### src/rtl/conv_pkg.sv
// Shared types and constants for the conv window sequencer and its address generator.
package conv_pkg;

    localparam int ADDR_W     = 12;
    localparam int DATA_W     = 16;
    localparam int N_MAX      = 64;
    localparam int KERN_WORDS = 5;

    localparam logic [DATA_W-1:0] FRAME_TERM = 16'h00FF;
    localparam logic [ADDR_W-1:0] ADDR_ONE   = 'd1;

    typedef enum logic [2:0] {IDLE, KERN, HDR, WIN, MAC} state_t;

    typedef logic [2:0] slot_t;
    typedef logic [6:0] dim_t;

    // A usable frame is even-sized and between 4 and N_MAX pixels on a side
    function automatic logic dim_legal(input dim_t n);
        return !n[0] && (n >= dim_t'(4)) && (n <= dim_t'(N_MAX));
    endfunction

endpackage

### src/rtl/conv_addr_gen.sv
// Frame pointer, row/window base addresses and output-position counters for the window walk.
module conv_addr_gen
    import conv_pkg::*;
(
    input  logic              clk,
    input  logic              reset_b,
    input  logic              clear,
    input  logic              load,
    input  logic              advance,
    input  dim_t              n_in,
    output logic [ADDR_W-1:0] frame_ptr,
    output logic [ADDR_W-1:0] first_base,
    output logic [ADDR_W-1:0] half,
    output logic [ADDR_W-1:0] next_win_base,
    output logic [ADDR_W-1:0] next_frame_ptr,
    output logic              col_last,
    output logic              row_last
);

    logic [ADDR_W-1:0] frame_ptr_reg;
    logic [ADDR_W-1:0] row_base_reg;
    logic [ADDR_W-1:0] win_base_reg;
    logic [ADDR_W-1:0] n_ext;
    dim_t              n_reg;
    dim_t              r_reg;
    dim_t              c_reg;

    assign n_ext      = ADDR_W'(n_reg);
    assign half       = n_ext >> 1;
    assign frame_ptr  = frame_ptr_reg;
    assign first_base = frame_ptr_reg + ADDR_ONE;
    assign col_last   = (c_reg == n_reg - dim_t'(4));
    assign row_last   = (r_reg == n_reg - dim_t'(4));

    // Two rows of N/2 words per vertical step; the last window row sits 2N words before the next header
    assign next_win_base  = col_last ? (row_base_reg + n_ext) : (win_base_reg + ADDR_ONE);
    assign next_frame_ptr = row_base_reg + (n_ext << 1);

    always_ff @(posedge clk) begin
        if (!reset_b) begin
            frame_ptr_reg <= '0;
            row_base_reg  <= '0;
            win_base_reg  <= '0;
            n_reg         <= '0;
            r_reg         <= '0;
            c_reg         <= '0;
        end else if (clear) begin
            frame_ptr_reg <= '0;
        end else if (load) begin
            n_reg        <= n_in;
            r_reg        <= '0;
            c_reg        <= '0;
            row_base_reg <= first_base;
            win_base_reg <= first_base;
        end else if (advance) begin
            win_base_reg <= next_win_base;
            if (col_last) begin
                c_reg        <= '0;
                r_reg        <= r_reg + dim_t'(2);
                row_base_reg <= row_base_reg + n_ext;
                if (row_last) begin
                    frame_ptr_reg <= next_frame_ptr;
                end
            end else begin
                c_reg <= c_reg + dim_t'(2);
            end
        end
    end

endmodule

### src/rtl/conv_window_sequencer.sv
// Run-control FSM feeding kernel and 4x4 windows into the MAC/pool datapath.
// Optional ROW_REUSE_EN: reuse the left column word pair when stepping right along a row.
module conv_window_sequencer
    import conv_pkg::*;
(
    input  logic              clk,
    input  logic              reset_b,
    input  logic              dut_run,
    output logic              dut_busy,
    output logic [ADDR_W-1:0] input_sram_read_address,
    input  logic [DATA_W-1:0] input_sram_read_data,
    output logic [ADDR_W-1:0] weights_sram_read_address,
    input  logic [DATA_W-1:0] weights_sram_read_data,
    output logic              kern_wr_en,
    output logic [2:0]        kern_wr_slot,
    output logic              win_wr_en,
    output logic [2:0]        win_wr_slot,
    output logic [DATA_W-1:0] win_wr_data,
    output logic              win_shift,
    output logic              mac_start,
    input  logic              mac_done,
    output logic              frame_start
);

    state_t            state_reg, state_next;
    logic [ADDR_W-1:0] in_addr_reg, in_addr_next;
    logic [ADDR_W-1:0] wt_addr_reg, wt_addr_next;
    slot_t             cnt_reg, cnt_next;
    logic              kern_en_reg, kern_en_next;
    slot_t             kern_slot_reg, kern_slot_next;
    logic              win_en_reg, win_en_next;
    slot_t             win_slot_reg, win_slot_next;
    logic              shift_reg, shift_next;
    logic              mac_start_reg, mac_start_next;
    logic              mac_issued_reg, mac_issued_next;
    logic              frame_start_reg, frame_start_next;
    logic              reuse_reg, reuse_next;

    logic              ag_clear, ag_load, ag_advance;
    logic [ADDR_W-1:0] frame_ptr, first_base, half, next_win_base, next_frame_ptr;
    logic              col_last, row_last;
    logic              hdr_term;
    logic              reuse_avail;

    conv_addr_gen u_addr_gen (
        .clk            (clk),
        .reset_b        (reset_b),
        .clear          (ag_clear),
        .load           (ag_load),
        .advance        (ag_advance),
        .n_in           (input_sram_read_data[6:0]),
        .frame_ptr      (frame_ptr),
        .first_base     (first_base),
        .half           (half),
        .next_win_base  (next_win_base),
        .next_frame_ptr (next_frame_ptr),
        .col_last       (col_last),
        .row_last       (row_last)
    );

`ifdef ROW_REUSE_EN
    assign reuse_avail = !col_last;
`else
    assign reuse_avail = 1'b0;
`endif

    assign hdr_term = (input_sram_read_data == FRAME_TERM) || !dim_legal(input_sram_read_data[6:0]);

    always_comb begin
        state_next       = state_reg;
        in_addr_next     = in_addr_reg;
        wt_addr_next     = wt_addr_reg;
        cnt_next         = cnt_reg;
        kern_en_next     = 1'b0;
        kern_slot_next   = kern_slot_reg;
        win_en_next      = 1'b0;
        win_slot_next    = win_slot_reg;
        shift_next       = 1'b0;
        mac_start_next   = 1'b0;
        mac_issued_next  = mac_issued_reg;
        frame_start_next = 1'b0;
        reuse_next       = reuse_reg;
        ag_clear         = 1'b0;
        ag_load          = 1'b0;
        ag_advance       = 1'b0;
        if (dut_run) begin
            state_next      = KERN;
            wt_addr_next    = '0;
            cnt_next        = '0;
            mac_issued_next = 1'b0;
            reuse_next      = 1'b0;
            ag_clear        = 1'b1;
        end else begin
            case (state_reg)
                KERN: begin
                    kern_en_next   = 1'b1;
                    kern_slot_next = cnt_reg;
                    if (cnt_reg == slot_t'(KERN_WORDS - 1)) begin
                        state_next   = HDR;
                        in_addr_next = frame_ptr;
                        cnt_next     = '0;
                    end else begin
                        cnt_next     = cnt_reg + slot_t'(1);
                        wt_addr_next = wt_addr_reg + ADDR_ONE;
                    end
                end
                HDR: begin
                    // First cycle only presents the address; the header word is valid on the second
                    if (cnt_reg == '0) begin
                        cnt_next = slot_t'(1);
                    end else if (hdr_term) begin
                        state_next = IDLE;
                    end else begin
                        state_next       = WIN;
                        ag_load          = 1'b1;
                        frame_start_next = 1'b1;
                        in_addr_next     = first_base;
                        cnt_next         = '0;
                        reuse_next       = 1'b0;
                    end
                end
                WIN: begin
                    win_en_next   = 1'b1;
                    win_slot_next = cnt_reg;
                    if (cnt_reg == slot_t'(7)) begin
                        state_next      = MAC;
                        mac_issued_next = 1'b0;
                    end else if (reuse_reg) begin
                        cnt_next     = cnt_reg + slot_t'(2);
                        in_addr_next = in_addr_reg + half;
                    end else if (!cnt_reg[0]) begin
                        cnt_next     = cnt_reg + slot_t'(1);
                        in_addr_next = in_addr_reg + ADDR_ONE;
                    end else begin
                        cnt_next     = cnt_reg + slot_t'(1);
                        in_addr_next = in_addr_reg + half - ADDR_ONE;
                    end
                end
                MAC: begin
                    // mac_done only counts once this window's mac_start has gone out
                    if (win_en_reg && !mac_issued_reg) begin
                        mac_start_next  = 1'b1;
                        mac_issued_next = 1'b1;
                    end else if (mac_issued_reg && mac_done) begin
                        ag_advance = 1'b1;
                        if (col_last && row_last) begin
                            state_next   = HDR;
                            in_addr_next = next_frame_ptr;
                            cnt_next     = '0;
                        end else begin
                            state_next   = WIN;
                            reuse_next   = reuse_avail;
                            shift_next   = reuse_avail;
                            cnt_next     = reuse_avail ? slot_t'(1) : slot_t'(0);
                            in_addr_next = next_win_base + (reuse_avail ? ADDR_ONE : '0);
                        end
                    end
                end
                default: ;
            endcase
        end
    end

    always_ff @(posedge clk) begin
        if (!reset_b) begin
            state_reg       <= IDLE;
            in_addr_reg     <= '0;
            wt_addr_reg     <= '0;
            cnt_reg         <= '0;
            kern_en_reg     <= 1'b0;
            kern_slot_reg   <= '0;
            win_en_reg      <= 1'b0;
            win_slot_reg    <= '0;
            shift_reg       <= 1'b0;
            mac_start_reg   <= 1'b0;
            mac_issued_reg  <= 1'b0;
            frame_start_reg <= 1'b0;
            reuse_reg       <= 1'b0;
        end else begin
            state_reg       <= state_next;
            in_addr_reg     <= in_addr_next;
            wt_addr_reg     <= wt_addr_next;
            cnt_reg         <= cnt_next;
            kern_en_reg     <= kern_en_next;
            kern_slot_reg   <= kern_slot_next;
            win_en_reg      <= win_en_next;
            win_slot_reg    <= win_slot_next;
            shift_reg       <= shift_next;
            mac_start_reg   <= mac_start_next;
            mac_issued_reg  <= mac_issued_next;
            frame_start_reg <= frame_start_next;
            reuse_reg       <= reuse_next;
        end
    end

    assign dut_busy                  = (state_reg != IDLE);
    assign input_sram_read_address   = in_addr_reg;
    assign weights_sram_read_address = wt_addr_reg;
    assign kern_wr_en                = kern_en_reg;
    assign kern_wr_slot              = kern_slot_reg;
    assign win_wr_en                 = win_en_reg;
    assign win_wr_slot               = win_slot_reg;
    assign win_shift                 = shift_reg;
    assign mac_start                 = mac_start_reg;
    assign frame_start               = frame_start_reg;
    assign win_wr_data = kern_en_reg ? weights_sram_read_data :
                         win_en_reg  ? input_sram_read_data   : '0;

endmodule
### config.mk
export PLATFORM = sky130hd
export DESIGN_NAME = conv_window_sequencer
export DESIGN_NICKNAME = d
export VERILOG_FILES = /design/src/rtl/conv_pkg.sv /design/src/rtl/conv_addr_gen.sv /design/src/rtl/conv_window_sequencer.sv
export SDC_FILE = /design/constraint.sdc
export NUM_CORES = 1
export LEC_CHECK = 0
export ABC_AREA = 1
export BUFFER_PORTS_ARGS = -buffer_cell sky130_fd_sc_hd__buf_2
export CAP_MARGIN = 20
export CORE_MARGIN = 2
export CORE_UTILIZATION = 50
export CTS_CLUSTER_SIZE = 12
export DETAILED_ROUTE_END_ITERATION = 7
export HOLD_SLACK_MARGIN = 0.02
export PLACE_DENSITY_LB_ADDON = 0.2
export SLEW_MARGIN = 20
export SYNTH_ARGS = -nofsm -noshare
export SYNTH_HDL_FRONTEND = slang
export SYNTH_SLANG_ARGS = --single-unit
### constraint.sdc
create_clock -name clk -period 3.35 [get_ports clk]
set_input_delay 0.8375 -clock clk [delete_from_list [all_inputs] [get_ports clk]]
set_output_delay 0.8375 -clock clk [all_outputs]
set_load 0.02 [all_outputs]
== After elaboration in Yosys (flattened, before gate mapping) ==
Cells that the tools add are included.
Widths: inputs -> output; s select.
Word-level totals
  bits of input ports: 36
  output and inout bits: 52
  logic and storage cells: 159
  bits in read-only memories: 0
  memories: 0
  flip-flop bits (word level): 99
  RAM bits: 0
  bits in latches: 0
Cells by class
  shifts and indexed selects: 0
  divide/modulo/power cells: 0
  equal/unequal tests: 24
  muxes and demuxes: 62
  order comparisons: 2
  bitwise logic cells: 6
  reductions and logical operators: 33
  $add $sub $neg: 13
  multiply operators: 0
Operator list (count)
  $mux 12: 15
  $add 12x1->12 const B: 4
  $pmux 12 s4: 1
  $mux 7: 6
  $mux 3: 12
  $mux 16: 2
  $pmux 3 s4: 2
  $mux 1: 21
  $ne 2x2->1 const B: 9
  $ne 3x3->1 const B: 6
  $reduce_and 6->1: 3
  $eq 16x8->1 const B: 1
  $add 7x2->7 const B: 2
  $eq 7x7->1: 2
  $add 12x6->12: 1
  $add 12x7->12: 1
  $add 12x8->12: 1
  $sub 12x1->12 const B: 1
  $reduce_and 2->1: 5
  $eq 3x3->1 const B: 3
  $reduce_and 8->1: 1
  $reduce_bool 2->1: 4
  $ge 7x3->1 const B: 1
  $le 7x7->1 const B: 1
  other kinds (20): 35

== Logic depth before layout (Yosys ltp) ==
Gate-level depths: netlist (run 1).
  depth in word-level cells: 11
  mapped depth: 18
  depth with buffers taken out: 17

== Hierarchy ==
A second synthesis (run 1) with hierarchy kept.
Unflattened totals
  cells, all modules: 1358
  area total of the unflattened synthesis: 8111.5 um^2
Modules (own cells, without submodules)
  conv_addr_gen: cells an instance 733, seq. area each 1101.1 um^2, area an instance 4426.7 um^2, times used 1
  conv_window_sequencer: cells an instance 625, seq. area each 820.8 um^2, area an instance 3684.8 um^2, times used 1

== Worst setup path after synthesis (run 1) ==
Ideal clock, no wire load.
  kind: register -> register
  start point: reg in_addr_reg[0] (netlist: input_sram_read_address[0])
  end point: reg in_addr_reg[10] (netlist: input_sram_read_address[10])
  library setup time: 0.070 ns
  clock period less this slack: 2.345 ns
  required time: 3.280 ns
  arrival: 2.275 ns
  path buffers: 0
  setup slack: 1.005 ns
  stages on the path, launching flop included: 15
  cell sequence: dfxtp_1 ha_1 fa_1 inv_1 ha_1 inv_1 nor2_1 nand3_1 nor2_1 nand3_1 nor2_1 nand3_1 nand3_1 nand3_1 a21oi_1
On the way
  word-level cells in the longest chain between the ends: 6
  elaborated cells on any way between the ends: 7
  those cells by class: add/sub (3); mux (4)
RTL lines
  from (decl): line conv_window_sequencer.sv:26  | logic [ADDR_W-1:0] in_addr_reg, in_addr_next;
  from (signal assigned): line conv_window_sequencer.sv:181  | in_addr_reg <= in_addr_next;
  $add 12x6->12: line conv_window_sequencer.sv:130, conv_window_sequencer.sv:136
  $sub 12x1->12: line conv_window_sequencer.sv:136  | in_addr_next = in_addr_reg + half - ADDR_ONE;
  $mux 12: line conv_window_sequencer.sv:131  | end else if (!cnt_reg[0]) begin
  $mux 12 *: line conv_window_sequencer.sv:128  | end else if (reuse_reg) begin
  $mux 12 *: line conv_window_sequencer.sv:125  | if (cnt_reg == slot_t'(7)) begin
  $pmux 12 s4 *: line conv_window_sequencer.sv:94  | case (state_reg)
Mark *: on every way between the ends. The rest lies on a longest branch, timed or not. The select of a mux whose other input is x is not followed.
A chain may end at the register's enable or synchronous reset.

== Worst setup path after layout (run 1) ==
  start point: reg kern_en_reg (netlist: kern_wr_en)
  end point: out win_wr_data[2]
On the way
  word-level cells in the longest chain between the ends: 1
RTL lines
  from (decl): line conv_window_sequencer.sv:29  | logic kern_en_reg, kern_en_next;
  from (signal assigned): line conv_window_sequencer.sv:184  | kern_en_reg <= kern_en_next;
  $mux 16: line conv_window_sequencer.sv:206  | assign win_wr_data = kern_en_reg ? weights_sram_read_data :
  to (decl): line conv_window_sequencer.sv:18  | output logic [DATA_W-1:0] win_wr_data,
No other way between the ends.

==> metrics, run 1 <==
post-synthesis async set-or-reset flop share 0%; most used routing layer met2; routed via count 7,784; max-slew violation count 0; setup TNS 0 ps; hold-fix buffers at CTS 0; Placed Area 7789 µm²; Critical Path RT 2510 ps; Distinct cells, synth 54; met2 usage 43.11%; Max VDD drop 199.2 µV; Antenna Nets Post-Route 0; port buffer count 86; pin count of the biggest net entering global routing 28; Synth warnings 0; dpl hpwl 16,530 µm; Post-Syn Instances 1,137; GR Util met3 3.694%; post-route minimum period 2671 ps; gr ovfl total 0; postcts setup bufs 0; Die Span Y 124.3 µm; ys flop type dfxtp_1; Clock Tree Root clkbuf_16; die area 15,450 µm²; Longest Clk Path Bufs 2; commonest non-fill, non-tap cell in the layout nand2_1; final worst-path cycle share 79.74%; Achievable Freq 0.3744 GHz; mux contribution to synthesized area 0.1383%; row count 43; Synth Area in Compound Gates 15.67%; EDFF count, synth 0; Reg clk slew, reported paths 70 ps; CTS Sinks 96; layout cells sized above 1 13.91%; crit path kind reg -> out; largest family of logic cells by synthesized area simple AND/OR/NAND/NOR gates; P_leak 0.003969 µW; Worst Tran Pin Value 625.4 ps; Critical Path AT 1830 ps; fin area 8122 µm²; Routed WL 21,280 µm; Clk Latency, worst-skew pair 350 ps; Min Hold Slack 460.5 ps; post-cts repair resize count 0; most frequent cells in the layout nand2_1 (316), nand3_1 (120), inv_1 (118); RSZ-0062 raised after global routing false; Worst R2R Setup Slack 750 ps; Placer Congestion 0.9913; Worst Path Max Fanout 18; antenna cells 0; placed insts 1,379; initial antenna violation count 0; Worst slew margin 58.25%; H-Tree Depth 3; filler instances 1,422; met1 global-route usage 37.60%; 1st-pass router iterations 6; CTS tree built; Synth Area in Simple Gates 36.61%; total global-route track usage 27.19%; CP startpoint kind flip-flop; xor/xnor share of the synthesized area 5.084%; vias in the first global route 6,944; Seq/Total Area, Yosys 26.56%; post-synthesis cell area 7236 µm²; DIE WIDTH 124.3 µm; path type of the worst min-delay path reg -> reg; Post-Synth Adder-Cell Area 6.191%; DR WL/cell 15.25 µm; P&R area growth vs syn 12.24%; Final Hold Fails 0; initial DRC count 643; crit end category output port; syn_nets 1,207; first-pass GRT wire length 34,510 µm; outcome finished clean; post-synthesis register bit count 96; Boundary Pins 88; Power Density 319.3 nW/µm²; CTS Buf Count 9; Clock Skew 8.042 ps; core box area 13,990 µm²; vias per cell 5.580; Remaining DRCs 0; Syn Area/Cell 6.364 µm²; Finished Layout Cells 1,395; fin nets 1,280; initial core utilization 51.73%; max-cap viol count 0; final setup vio count 0
==> power by group <==
group	leakage, µW	switching (µW)	internal [µW]
registers	0.000775	17.3	1150
clock network	0.000159	467	698
logic	0.00303	170	87.5
total	0.00397	654	1940
==> logic make-up (layout without fill, tap and decap cells) <==
kind of cell    Yosys count  count (layout)
simple gates            586             586
compound gates          206             206
buf+inv                 171             249
flops                    96              96
xor+xnor                 42              42
fa+ha+maj                34              34
other cells               1               1
mux                       1               1
==> synth_stat cells, types with 3 or more instances <==
cell type  number  share of area, %
nand2_1       316                16
nand3_1       120               8.3
inv_1         118               6.1
dfxtp_1        96                27
a21oi_1        87               6.0
nor2_1         83               4.3
o21ai_0        61               4.2
xor2_1         33               4.0
ha_1           31               5.4
a31oi_1        21               1.8
clkbuf_1       17              0.88
nor3_1         17               1.2
inv_2          14              0.73
o21ai_1        10              0.69
xnor2_1         9               1.1
nand4_1         8              0.69
buf_2           7              0.48
nand2_2         6              0.52
or2_2           6              0.52
a211oi_1        5              0.52
buf_4           5              0.52
nand3_2         5              0.69
nor2_4          5              0.78
buf_6           4              0.62
nor2_2          4              0.35
buf_1           3              0.16
fa_1            3              0.83
nor2_8          3              0.83
o21bai_1        3              0.31
==> worst paths after layout <==
check | start | end | depth (start not counted)
setup / recovery | kern_wr_en | win_wr_data[2] | 4
hold / removal | weights_sram_read_address[11] | weights_sram_read_address[11] | 1
setup reg to reg | u_addr_gen.n_reg[1] | input_sram_read_address[7] | 15
hold reg to reg | weights_sram_read_address[11] | weights_sram_read_address[11] | 1
==> worst max-delay path, cell delays in order (launching register included) <==
cell and delay (ps):
dfxtp_1 690, inv_1 390, nand3_1 190, nand2_1 50, buf_2 150
==> area by class of cell <==
class / count / area (µm²) / share of cell area, %
Multi-Input combinational cell: 870 / 4612 / 56.79
Sequential cell: 96 / 1922 / 23.66
Timing Repair Buffer: 98 / 520.5 / 6.409
Inverter: 135 / 509.2 / 6.270
Clock buffer: 12 / 256.5 / 3.158
Tap cell: 180 / 225.2 / 2.773
Clock inverter: 4 / 76.32 / 0.9398
==> layer usage <==
layer / up-vias / share of wire (%)
li1: 3878 / -
met1: 3498 / 45
met2: 354 / 43
met3: 54 / 7.5
met4: 0 / 3.6
met5: - / 0
==> metrics by stage <==
step	power [µW]	utilization [%]	setup slack, ps
2_1_floorplan	1368	-	1005
3_3_place_gp	1450	55.68	616.8
3_5_place_dp	1452	55.68	593.4
5_1_grt	2675	58.06	443.6
4_1_cts	2591	58.06	666.0
6_report	2593	58.06	678.8
No activity file was read; power rests on OpenSTA's default activity.
==> run 2, diff against run 1 <==
Clock period 3.35 ns to 2.25 ns, I/O delays scaled along.
==> metrics, run 2 (synthesized netlist as in run 1, its figures left out) <==
Critical Path RT 2490 ps (-20 ps); antenna cells 0 (unchanged); critical path depth in cells 11 (+7); Placed Area 8562 µm² (+9.9%); Multi-input gate area 5064 µm² (+9.8%); Clock Skew 8.417 ps (+0.3743 ps); total global-route track usage 28.32% (+1.1 points); CTS Buf Count 9 (unchanged); Critical Path AT 2480 ps (+650 ps); initial antenna violation count 0 (unchanged); Buf/Inv on CP 0 (-2); final setup vio count 0 (unchanged); row count 43 (unchanged); outcome finished clean; Cell Chain, Critical Path ha_2 -> fa_1 -> nand3_1 -> a21oi_1 -> or2_2 -> xnor2_2 -> nand2_1 -> nand3_1 -> nand3_2 -> nand2_1 -> a21oi_2; 1st-pass router iterations 7 (+1); Finished Layout Cells 1,501 (+7.6%); port buffer count 86 (unchanged); initial core utilization 51.73% (unchanged); filler instances 1,261 (-11%); DIE WIDTH 124.3 µm (unchanged); Remaining DRCs 0 (unchanged); final worst-path cycle share 99.92%; crit end category flip-flop; vias in the first global route 7,433 (+7.0%); Longest Clk Path Bufs 2 (unchanged); WHS Path Cells 1 (unchanged); initial DRC count 760 (+18%); die area 15,450 µm² (unchanged); fin area 9397 µm² (+16%); Reg2Reg Depth 11 (-4); CTS Sinks 96 (unchanged); max-cap viol count 0 (unchanged); Achievable Freq 0.4448 GHz; P&R area growth vs syn 29.86%; dpl hpwl 17,450 µm (+5.6%); gr ovfl total 0 (unchanged); H-Tree Depth 3 (unchanged); largest stage delay on the critical path 410 ps (-280 ps); path type of the worst min-delay path reg -> reg; layout cells sized above 1 27.93% (+14 points); most frequent cells in the layout nand2_1 (295), inv_1 (114), buf_4 (110); commonest non-fill, non-tap cell in the layout nand2_1; Final Hold Fails 0 (unchanged); total power draw 3721 µW (+43%); post-route minimum period 2248 ps; worst setup path endpoint input_sram_read_address[7]; Worst Tran Pin Value 600.9 ps (-24.53 ps); Slowest-stage cell, CP fa_1; max-slew violation count 0 (unchanged); pin count of the biggest net entering global routing 28 (unchanged); hold-fix buffers at CTS 0 (unchanged); CTS tree built; Clock Tree Root clkbuf_16; Placer Congestion 0.9803 (-1.1%); Antenna Nets Post-Route 0 (unchanged); worst r2r src u_addr_gen.row_base_reg[1]; Worst slew margin 59.89% (+1.6 points); fin nets 1,387 (+8.4%); vias per cell 5.519 (-1.1%); P_leak 0.004562 µW (+15%); placed insts 1,475 (+7.0%); Clk Latency, worst-skew pair 360 ps (about the same); core box area 13,990 µm² (unchanged); routed via count 8,284 (+6.4%); Boundary Pins 88 (unchanged); Die Span Y 124.3 µm (unchanged); CP top delay family simple AND/OR/NAND/NOR gates; RR Endpoint input_sram_read_address[7]; Max VDD drop 360.5 µV (+81%); CP startpoint u_addr_gen.row_base_reg[1]; first-pass GRT wire length 36,200 µm (+4.9%); RSZ-0062 raised after global routing true; DR WL/cell 15.38 µm (+0.85%); Worst R2R Setup Slack 2 ps (-750 ps); Worst Path Max Fanout 4 (-14); Routed WL 23,090 µm (+8.5%); crit path kind reg -> reg; register area 1932 µm² (+0.52%); CP startpoint kind flip-flop; Power Density 396.0 nW/µm² (+24%); Reg clk slew, reported paths 70 ps (about the same)
run 2: cell types whose count changed in the layout (fill, tap and decap cells not counted), moves of 8 or more:
cell     previous run  this run
buf_4              12       110
nand2_2             6        24
ha_1               31        19
a21oi_1            87        79
nand3_2             5        20
nand2_1           316       295
ha_4                0         8
nor2_1             83        72
a21oi_2             0         8
nand3_1           120       102
run 2: cell type report:
| type | instances | share of cell area, % |
|---|---|---|
| Tap cell | 180 | 2.397 |
| Multi-Input combinational cell | 870 | 53.89 |
| Clock inverter | 3 | 0.1864 |
| Inverter | 135 | 5.446 |
| Timing Repair Buffer | 205 | 14.79 |
| Clock buffer | 12 | 2.730 |
| Sequential cell | 96 | 20.56 |
run 2: how the worst min path moves through the flow:
stage                                              from                             to  slack, ps
after CTS                 weights_sram_read_address[11]  weights_sram_read_address[11]        460
final                     weights_sram_read_address[11]  weights_sram_read_address[11]        450
after global routing      weights_sram_read_address[11]  weights_sram_read_address[11]        470
after detailed placement  weights_sram_read_address[11]  weights_sram_read_address[11]        450
after floorplan                          mac_issued_reg                 mac_issued_reg        450
after global placement    weights_sram_read_address[11]  weights_sram_read_address[11]        440
run 2: stage by stage:
step | util, % | setup TNS (ps) | worst slack [ps] | hold slack (ps)
after detailed placement | 61.21 | -884.8 | -124.5 | 448.1
after CTS | 63.86 | -3.908 | -3.908 | 456.9
after floorplan | - | 0 | 19.47 | 447.8
final | 67.17 | 0 | 1.845 | 453.4
after global routing | 67.17 | -1027 | -123.3 | 472.6
after global placement | 61.21 | -302.6 | -63.85 | 435.5
run 2: worst reg2reg max path: stages, from the launching register on:
cell and delay [ps]:
dfxtp_1 370, ha_2 220, fa_1 410, nand3_1 110
a21oi_1 70, or2_2 310, xnor2_2 190, nand2_1 70
nand3_1 150, nand3_2 90, nand2_1 80, a21oi_2 50
run 2: report_power, final:
part	leakage, µW	switching, µW	internal [µW]	total, µW
clock	0.000134	671	801	1470
combinational	0.00365	310	203	513
sequential	0.000778	19.3	1720	1740
total	0.00456	1000	2720	3720
run 2: layer usage:
layer,track usage (%),part of all wire [%],vias to the layer above
li1,-,-,4086
met1,37.48,43,3808
met2,46.29,46,338
met3,5.369,8.3,52
met4,9.782,2.7,0
met5,0,0,-
run 2: what timing repair did:
action,in CTS,in global routing
pin swaps,6,28
endpoints found under the setup margin,26,47
resized for setup,28,93
setup buffers,1,9
cloned,0,1
==> run 3, diff against run 2 <==
Settings changed: CORE_ASPECT_RATIO set to 1.4.
==> metrics, run 3 (synthesized netlist as in run 1, its figures left out) <==
largest stage delay on the critical path 370 ps (-40 ps); Remaining DRCs 0 (unchanged); commonest non-fill, non-tap cell in the layout nand2_1; crit end category flip-flop; Clk Latency, worst-skew pair 350 ps (about the same); outcome complete, but fails checks; most frequent CP cell nor2_8; pin count of the biggest net entering global routing 28 (unchanged); post-route minimum period 2277 ps (+28.88 ps); setup TNS -33.97 ps (-33.97 ps); vias in the first global route 7,966 (+7.2%); most frequent cells in the layout nand2_1 (300), inv_1 (114), nand3_1 (106), buf_4 (106), dfxtp_1 (89); port buffer count 86 (unchanged); fin area 9422 µm² (+0.27%); CTS Buf Count 9 (unchanged); filler instances 1,335 (+5.9%); CTS Sinks 96 (unchanged); routed via count 8,410 (+1.5%); Placed Area 8591 µm² (+0.34%); Clock Skew 11.61 ps (+3.195 ps); core box area 14,310 µm² (+2.3%); row count 52 (+21%); register area 1943 µm² (+0.58%); vias per cell 5.570 (+0.92%); Hold Startpoint weights_sram_read_address[11]; fin nets 1,387 (unchanged); CP startpoint u_addr_gen.n_reg[1]; Worst R2R Setup Slack -30 ps (-30 ps); max-cap viol count 0 (unchanged); path type of the worst min-delay path reg -> reg; total power draw 3888 µW (+4.5%); gr ovfl total 0 (unchanged); initial DRC count 546 (-28%); DIE WIDTH 105.7 µm (-15%); die area 15,460 µm² (about the same); DR WL/cell 16.28 µm (+5.8%); Boundary Pins 88 (unchanged); Worst Path Max Fanout 7 (+3); Routed WL 24,580 µm (+6.5%); worst r2r src u_addr_gen.n_reg[1]; Die Span Y 146.3 µm (+18%); RSZ-0062 raised after global routing true; CP top delay family simple AND/OR/NAND/NOR gates; Slowest-stage cell, CP dfxtp_4; first-pass GRT wire length 38,160 µm (+5.4%); Placer Congestion 0.9528 (-2.8%); Buf/Inv on CP 5 (+5); CP startpoint kind flip-flop; Clock Tree Root clkbuf_16; Critical Path RT 2510 ps (+20 ps); Longest Clk Path Bufs 2 (unchanged); Antenna Nets Post-Route 0 (unchanged); H-Tree Depth 3 (unchanged); failing checks negative setup slack; final worst-path cycle share 101.2% (+1.3 points); final worst slack -27.03 ps (-28.88 ps); P&R area growth vs syn 30.21%; Worst slew margin 61.01% (+1.1 points); Worst Tran Pin Value 584.1 ps (-16.75 ps); initial core utilization 50.55% (-1.2 points); hold-fix buffers at CTS 0 (unchanged); Critical Path AT 2540 ps (+60 ps); 1st-pass router iterations 5 (-2); max-slew violation count 0 (unchanged); antenna cells 0 (unchanged); Cell Chain, Critical Path buf_4 -> buf_8 -> inv_2 -> nand2_1 -> o211ai_1 -> nor2_2 -> nand3_4 -> nor2_8 -> buf_6 -> nor2_4 -> nor2_8 -> buf_12 -> o21ai_0 -> a31oi_1; Reg clk slew, reported paths 70 ps (about the same); layout cells sized above 1 26.87% (-1.1 points); P_leak 0.004584 µW (+0.47%); Final Hold Fails 0 (unchanged); total global-route track usage 31.05% (+2.7 points); dpl hpwl 18,590 µm (+6.5%); final setup vio count 2 (+2); CTS tree built; Power Density 412.7 nW/µm² (+4.2%); Achievable Freq 0.4392 GHz (-1.3%); Multi-input gate area 4979 µm² (-1.7%); crit path kind reg -> reg; initial antenna violation count 0 (unchanged); Max VDD drop 389.8 µV (+8.1%)
-- run 3: timing repair --
item / CTS / global route
gates cloned: 0 / 2
buffers inserted: 2 / 3
resized for setup: 43 / 75
pin swaps: 11 / 24
setup endpoints to repair: 28 / 51
-- run 3: worst paths after layout --
check | cells after the start | end
max reg2reg | 14 | u_addr_gen.row_base_reg[7]
min reg2reg | 1 | weights_sram_read_address[11]
min | 1 | weights_sram_read_address[11]
max | 14 | u_addr_gen.row_base_reg[7]
-- run 3: report_power, final --
part | internal [µW] | switching (µW) | total (µW) | leakage (µW)
clock | 971 | 688 | 1660 | 0.000149
sequential | 1710 | 18.4 | 1730 | 0.000780
combinational | 193 | 305 | 498 | 0.00365
total | 2880 | 1010 | 3890 | 0.00458
-- run 3: through the flow --
step	instances	hold WS, ps	utilization (%)	setup WS [ps]
after floorplan	1137	447.8	-	19.47
after global placement	1488	436.5	60.02	-134.8
after detailed placement	1488	436.1	60.02	-202.6
after CTS	1505	445.6	63.26	1.067
after global routing	1510	481.4	65.82	-110.2
final	1510	442.8	65.82	-27.03
-- run 3: routing by layer --
| metal | global-route usage, % | wire [µm] |
|---|---|---|
| met1 | 33.01 | 9099 |
| met2 | 57.26 | 12430 |
| met3 | 4.911 | 1345 |
| met4 | 17.76 | 1701 |
| met5 | 0 | 0 |
-- run 3: cell type report --
type / count / area share, %
multi-input cells: 870 / 52.84
flip-flops and latches: 96 / 20.62
repair buffers: 205 / 15.27
inverters: 135 / 5.458
well taps: 189 / 2.510
clock buffers: 10 / 2.430
clock inverters: 5 / 0.8632
